## config.mk

```make
export PLATFORM = sky130hd
export DESIGN_NAME = program_loader
export DESIGN_NICKNAME = d
export VERILOG_FILES = /design/src/rtl/program_loader_pkg.sv /design/src/rtl/program_loader_byte_word_packer.sv /design/src/rtl/program_loader.sv
export SDC_FILE = /design/constraint.sdc
export NUM_CORES = 1
export LEC_CHECK = 0
export CORE_MARGIN = 2
export CORE_UTILIZATION = 40
export DETAILED_ROUTE_END_ITERATION = 10
export DONT_BUFFER_PORTS = 1
export PLACE_DENSITY_LB_ADDON = 0.05
export SYNTH_ARGS = -nofsm -noshare
export SYNTH_HDL_FRONTEND = slang
export SYNTH_SLANG_ARGS = --single-unit
```

## constraint.sdc

```tcl
create_clock -name clk -period 2.3 [get_ports clk]
set_input_delay 0.46 -clock clk [delete_from_list [all_inputs] [get_ports clk]]
set_output_delay 0.46 -clock clk [all_outputs]
set_load 0.02 [all_outputs]
```

## src/rtl/program_loader_pkg.sv

```systemverilog
// program_loader_pkg
//   Shared definitions for the program loader: FSM state encoding, default
//   image magic byte, error codes and the header length field width.
package program_loader_pkg;

  typedef enum logic [3:0] {
    IDLE    = 4'd0,
    MAGIC_S = 4'd1,
    LEN_LO  = 4'd2,
    LEN_HI  = 4'd3,
    DATA    = 4'd4,
    WRITE   = 4'd5,
    CSUM    = 4'd6,
    DONE    = 4'd7,
    ERR     = 4'd8
  } state_t;

  localparam logic [7:0] MAGIC_DEFAULT = 8'h52;

  localparam logic [1:0] ERR_NONE  = 2'b00;
  localparam logic [1:0] ERR_MAGIC = 2'b01;
  localparam logic [1:0] ERR_LEN   = 2'b10;
  localparam logic [1:0] ERR_CSUM  = 2'b11;

  // Width of the word-count field in the image header.
  localparam int LEN_WIDTH = 16;

  // States in which the loader consumes a byte from the stream.
  function automatic logic is_rx_state(input state_t s);
    return (s == MAGIC_S) || (s == LEN_LO) || (s == LEN_HI) ||
           (s == DATA)    || (s == CSUM);
  endfunction

endpackage

```

## src/rtl/program_loader_byte_word_packer.sv

```systemverilog
// byte_word_packer
//   Assembles four bytes into one little-endian 32-bit word. The first byte
//   of a word ends up in [7:0], the fourth in [31:24].
//   Ports:
//     clk, rst    clock, asynchronous active-high reset
//     clear       restart at lane 0 with an empty word
//     byte_valid  byte_in is taken this cycle
//     byte_in     data byte
//     word        assembled word (stable until the next taken byte)
//     word_full   this cycle's byte completes the word
module byte_word_packer (
  input  logic        clk,
  input  logic        rst,
  input  logic        clear,
  input  logic        byte_valid,
  input  logic [7:0]  byte_in,
  output logic [31:0] word,
  output logic        word_full
);

  logic [1:0] lane_q;

  // Shift in from the top: after four bytes the first one sits in [7:0].
  always_ff @(posedge clk or posedge rst) begin
    if (rst) begin
      lane_q <= 2'd0;
      word   <= 32'd0;
    end else if (clear) begin
      lane_q <= 2'd0;
      word   <= 32'd0;
    end else if (byte_valid) begin
      lane_q <= lane_q + 2'd1;
      word   <= {byte_in, word[31:8]};
    end
  end

  assign word_full = byte_valid && (lane_q == 2'd3);

endmodule

```

## src/rtl/program_loader.sv

```systemverilog
// program_loader
//   Streams a program image byte by byte into the instruction memory and
//   holds the core in program mode while doing so.
//   Image: MAGIC, word count (16 bit, low byte first), count*4 data bytes
//   (little-endian words) and, when PROGRAM_LOADER_CHECKSUM_EN is defined,
//   one trailing byte equal to the XOR of all data bytes.
//   Ports:
//     clk, rst        clock, asynchronous active-high reset
//     load_req        pulse; starts a load from IDLE, DONE or ERR
//     rx_data/valid   byte stream in
//     rx_ready        byte accepted on an edge where rx_valid && rx_ready
//     pgm             program mode (loading or error)
//     prog_we/addr/wdata  one-cycle word write to program memory
//     busy, done, error, error_code  load status
//   Handshake: a byte transfers on every rising clk edge where rx_valid and
//   rx_ready are both high; the source holds rx_data stable until then.
//   Configuration macro: PROGRAM_LOADER_CHECKSUM_EN (trailer checksum).
//   INSTR_ADDR_WIDTH is expected to be below LEN_WIDTH.
module program_loader
  import program_loader_pkg::*;
#(
  parameter int         INSTR_ADDR_WIDTH = 8,
  parameter logic [7:0] MAGIC            = MAGIC_DEFAULT
) (
  input  logic                        clk,
  input  logic                        rst,
  input  logic                        load_req,
  input  logic [7:0]                  rx_data,
  input  logic                        rx_valid,
  output logic                        rx_ready,
  output logic                        pgm,
  output logic                        prog_we,
  output logic [INSTR_ADDR_WIDTH-1:0] prog_addr,
  output logic [31:0]                 prog_wdata,
  output logic                        busy,
  output logic                        done,
  output logic                        error,
  output logic [1:0]                  error_code
);

  localparam int AW = INSTR_ADDR_WIDTH;

  // Memory capacity in words, widened by one bit so 2**AW itself fits.
  localparam logic [LEN_WIDTH:0] CAPACITY =
    {{(LEN_WIDTH-AW){1'b0}}, 1'b1, {AW{1'b0}}};
  localparam logic [AW-1:0] ADDR_ONE = {{(AW-1){1'b0}}, 1'b1};

  state_t state_q, state_d;

  logic                 accept;
  logic                 load_start;
  logic [7:0]           len_lo_q;
  logic [LEN_WIDTH-1:0] len_word;
  logic                 len_bad;
  logic [AW-1:0]        last_addr_q;
  logic                 last_word;
  logic                 pk_clear;
  logic                 pk_valid;
  logic                 pk_full;

`ifdef PROGRAM_LOADER_CHECKSUM_EN
  logic [7:0] csum_q;
`endif

  assign accept     = rx_valid && rx_ready;
  assign load_start = load_req &&
                      ((state_q == IDLE) || (state_q == DONE) || (state_q == ERR));
  assign len_word   = {rx_data, len_lo_q};
  assign len_bad    = (len_word == '0) || ({1'b0, len_word} > CAPACITY);
  assign last_word  = (prog_addr == last_addr_q);

  // ---------------------------------------------------------------------
  // State register; rx_ready is registered from the next state so it is
  // a clean flop output and is low for the whole WRITE cycle.
  // ---------------------------------------------------------------------
  always_ff @(posedge clk or posedge rst) begin
    if (rst) begin
      state_q  <= IDLE;
      rx_ready <= 1'b0;
    end else begin
      state_q  <= state_d;
      rx_ready <= is_rx_state(state_d);
    end
  end

  // ---------------------------------------------------------------------
  // Next-state logic
  // ---------------------------------------------------------------------
  always_comb begin
    state_d = state_q;
    case (state_q)
      IDLE, DONE, ERR: begin
        if (load_req) state_d = MAGIC_S;
      end
      MAGIC_S: begin
        if (accept) state_d = (rx_data == MAGIC) ? LEN_LO : ERR;
      end
      LEN_LO: begin
        if (accept) state_d = LEN_HI;
      end
      LEN_HI: begin
        if (accept) state_d = len_bad ? ERR : DATA;
      end
      DATA: begin
        if (pk_full) state_d = WRITE;
      end
      WRITE: begin
        if (!last_word) begin
          state_d = DATA;
        end else begin
`ifdef PROGRAM_LOADER_CHECKSUM_EN
          state_d = CSUM;
`else
          state_d = DONE;
`endif
        end
      end
`ifdef PROGRAM_LOADER_CHECKSUM_EN
      CSUM: begin
        if (accept) state_d = (rx_data == csum_q) ? DONE : ERR;
      end
`endif
      default: state_d = IDLE;
    endcase
  end

  // ---------------------------------------------------------------------
  // Output decode
  // ---------------------------------------------------------------------
  always_comb begin
    pgm     = 1'b0;
    busy    = 1'b0;
    done    = 1'b0;
    error   = 1'b0;
    prog_we = 1'b0;
    case (state_q)
      MAGIC_S, LEN_LO, LEN_HI, DATA, CSUM: begin
        pgm  = 1'b1;
        busy = 1'b1;
      end
      WRITE: begin
        pgm     = 1'b1;
        busy    = 1'b1;
        prog_we = 1'b1;
      end
      DONE: done = 1'b1;
      ERR: begin
        pgm   = 1'b1;
        error = 1'b1;
      end
      default: ;
    endcase
  end

  // ---------------------------------------------------------------------
  // Header, address and error-code datapath
  // ---------------------------------------------------------------------
  always_ff @(posedge clk or posedge rst) begin
    if (rst) begin
      len_lo_q    <= 8'd0;
      last_addr_q <= '0;
      prog_addr   <= '0;
      error_code  <= ERR_NONE;
    end else begin
      if (load_start) begin
        prog_addr  <= '0;
        error_code <= ERR_NONE;
      end
      if ((state_q == LEN_LO) && accept) len_lo_q <= rx_data;
      // Only a validated count is kept, so last_addr never exceeds 2**AW-1.
      if ((state_q == LEN_HI) && accept && !len_bad)
        last_addr_q <= AW'(len_word - LEN_WIDTH'(1));
      // The address advances after the strobe, never past the last word.
      if ((state_q == WRITE) && !last_word) prog_addr <= prog_addr + ADDR_ONE;
      if ((state_d == ERR) && (state_q != ERR)) begin
        case (state_q)
          MAGIC_S: error_code <= ERR_MAGIC;
          LEN_HI:  error_code <= ERR_LEN;
          default: error_code <= ERR_CSUM;
        endcase
      end
    end
  end

`ifdef PROGRAM_LOADER_CHECKSUM_EN
  always_ff @(posedge clk or posedge rst) begin
    if (rst) begin
      csum_q <= 8'd0;
    end else if (load_start) begin
      csum_q <= 8'd0;
    end else if ((state_q == DATA) && accept) begin
      csum_q <= csum_q ^ rx_data;
    end
  end
`endif

  // ---------------------------------------------------------------------
  // Word assembly
  // ---------------------------------------------------------------------
  assign pk_clear = load_start;
  assign pk_valid = (state_q == DATA) && accept;

  byte_word_packer u_packer (
    .clk        (clk),
    .rst        (rst),
    .clear      (pk_clear),
    .byte_valid (pk_valid),
    .byte_in    (rx_data),
    .word       (prog_wdata),
    .word_full  (pk_full)
  );

endmodule

```

==> metrics.txt <==
CP required 2520 ps; CTS tree yes; RSZ-0062 raised after global routing false; leakage power 1.61 nW; vias in the first global route 2,258; Hold Worst Slack slightly above 40 ps; PwrDens 878 mW/mm^2; Register-to-Register Path Depth 5; main combinational cell family by area after synthesis simple AND/OR/NAND/NOR gates; Crit path arrival time 2390 ps; Filler Cells Inserted 776; clk buf depth 2; count of final hold-check violations 0; worst skew pair latency 340 ps; Seq/Total Area, Yosys 51.6%; Layout Cells excl Fill 446; ys async rst share 100%; Compound-Gate Fraction of Synth Area 11.0%; layout cells sized above 1 16.3%; Synth Area in Simple Gates approximately a fifth; Max-Cap Viols 0; number of cell rows 32; RR Endpoint last_addr_q[5]; worst setup path startpoint len_lo_q[3]; worst reg2reg setup slack 120 ps; die area 0.00860 sq mm; M1 WL 3460 um; Die Ht 92.8 um; Slew headroom between 40% and 50%; antenna cells 0; FMAX 0.459 GHz; crit end category flip-flop; Hold-fix buffers, CTS 0; setup TNS 0 ps; Area after DPL between 0.003 and 0.004 sq mm; Fin Clk Skew about 9.2 ps; H-tree depth 3; most frequent cells in the layout nand2_1 (78), dfrtp_1 (65), a21oi_1 (39); Top Ports 60; mux contribution to synthesized area 7.39%; top layer in use met4; pins over their slew limit 0; EDFF count, synth 0; Post-CTS Resized 0; YS warnings 0; IO Port Bufs 0; most common cell after layout, fill and taps aside nand2_1; DR vias 2,341; RePlAce Congestion between 0.7 and 0.8; post-synthesis xor/xnor area fraction 4.17%; Yosys cell types 47; Final HPWL DP 5010 um; post-route cell area 0.00355 sq mm; Routed WL per cell 16.0 um; capture point of the worst path last_addr_q[5]; CTS Buf Count 9; routed wl met3 441 um; Avg Cell Area, Syn between 9 and 10 sq um; core area 0.00769 sq mm; synthesized area 0.00315 sq mm; reg2reg start len_lo_q[3]; CTS Sinks 65; total congestion overflow 0; DRC 0; Mapped Nets ~340; All-Layer GR Usage 18.0%; FF+latch count, synth 65; Initial DRC Count 134; global-route wire length before repair approximately 12,000 um; worst-path maximum fanout 11; Routed Antenna Nets 0; crit path kind reg -> reg; adder-cell share of the synthesized area 1.19%; WL final 7150 um; Worst-Margin Slew roughly 770 ps; Initial Utilization 41.0%; Period minus WS final 2180 ps; clock-pin slew on the worst setup and hold paths approximately 70 ps; status completed; VDD IR max 0.461 mV; clock root buffer clkbuf_8; Synth Instances around 330; routed vias/inst 5.25; final net count 354; DR pass1 iterations 4; met2 routed WL 3140 um; Final Cycle Share between 90% and 100%; Most used DFF post-synth dfrtp_1; Worst Hold Class in -> async; largest net degree at the start of global routing 45; antenna violations before repair 0; Setup violations, final 0; crit start category flip-flop; placed cells 430; die width around 93 um; Layout area overhead 12.6%; post-CTS setup buffers 0
## worst min-delay path by stage
| stage | startpoint | endpoint | slack [ps] | depth (start not counted) |
|---|---|---|---|---|
| final | rst | error_code[0] | 40 | 1 |
| after global routing | rst | u_packer.word[20] | 60 | 1 |
| after CTS | rst | prog_addr[3] | 40 | 1 |
| after detailed placement | rst | rx_ready | 410 | 1 |
| after global placement | rst | rx_ready | 420 | 1 |
| after floorplan | u_packer.lane_q[1] | u_packer.lane_q[1] | 500 | 2 |
## flip-flops by register name, summed over array words and instances (netlist names)
register and cells:
prog_addr 8, state_q 4, error_code 2, len_lo_q 8, rx_ready 1, u_packer.lane_q 2, u_packer.word 32, last_addr_q 8
## kinds of logic after synthesis
kind of cell / count (synthesis)
buffers and inverters: 27
multiplexers: 19
flip-flops: 65
adder cells (fa/ha/maj): 3
AND/OR/NAND/NOR: 138
AO/OA/AOI/OAI: 60
XOR/XNOR: 15
## power by group
| group | internal (W) | switching (W) | leakage [nW] | total [W] |
|---|---|---|---|---|
| logic | 0.000336 | 0.000490 | 0.615 | 0.000827 |
| registers | 0.00122 | 0.000118 | 0.894 | 0.00134 |
| clock network | 0.000528 | 0.000418 | 0.0974 | 0.000946 |
| total | 0.00209 | 0.00103 | 1.61 | 0.00311 |
## per-stage QoR
step	power [W]	utilization, %	setup WS, ps
final	0.00311	46.1	122
after global routing	0.00330	46.1	22.5
after CTS	0.00315	46.1	7.03
after detailed placement	0.00219	43.6	135
after global placement	0.00218	43.6	169
after floorplan	0.00198	-	211
## layout make-up
cell class / instances / area [sq um] / area share [%]
clock buffers: 13 / 149 / 4.20
clock inverters: 3 / 40.0 / 1.13
inverters: 9 / 33.8 / 0.952
multi-input cells: 235 / 1420 / 39.9
flip-flops and latches: 65 / 1630 / 45.9
well taps: 102 / 128 / 3.60
repair buffers: 19 / 155 / 4.37
## Yosys cell counts, drive strengths merged, types with 3 or more instances
master  number  area share [%]
nand2       78             9.3
dfrtp       65              52
a21oi       39             6.2
mux2        16             6.4
clkbuf      15             1.8
nand3       11             1.7
xnor2       10             2.8
inv          9             1.1
nor2         8            0.95
nor3         8             1.3
nand2b       6             1.2
and3         5            0.99
o21ai        5            0.79
xor2         5             1.4
a21o         3            0.71
buf          3            0.75
ha           3             1.2
mux2i        3            0.95
nand4        3            0.60
nor4         3            0.79
## metal layers
layer	vias up	global-route usage, %
met4	0	5.88
met3	8	6.75
met1	1142	25.5
met2	54	25.5
li1	1137	-
met5	-	0
## critical path, cell delays in order (launching register included)
cell and delay (ps):
dfrtp_1 420, or4_4 570, o31a_1 290, nor4b_2 210, buf_4 250, mux2_4 310
(Power assumes the default switching activity.)
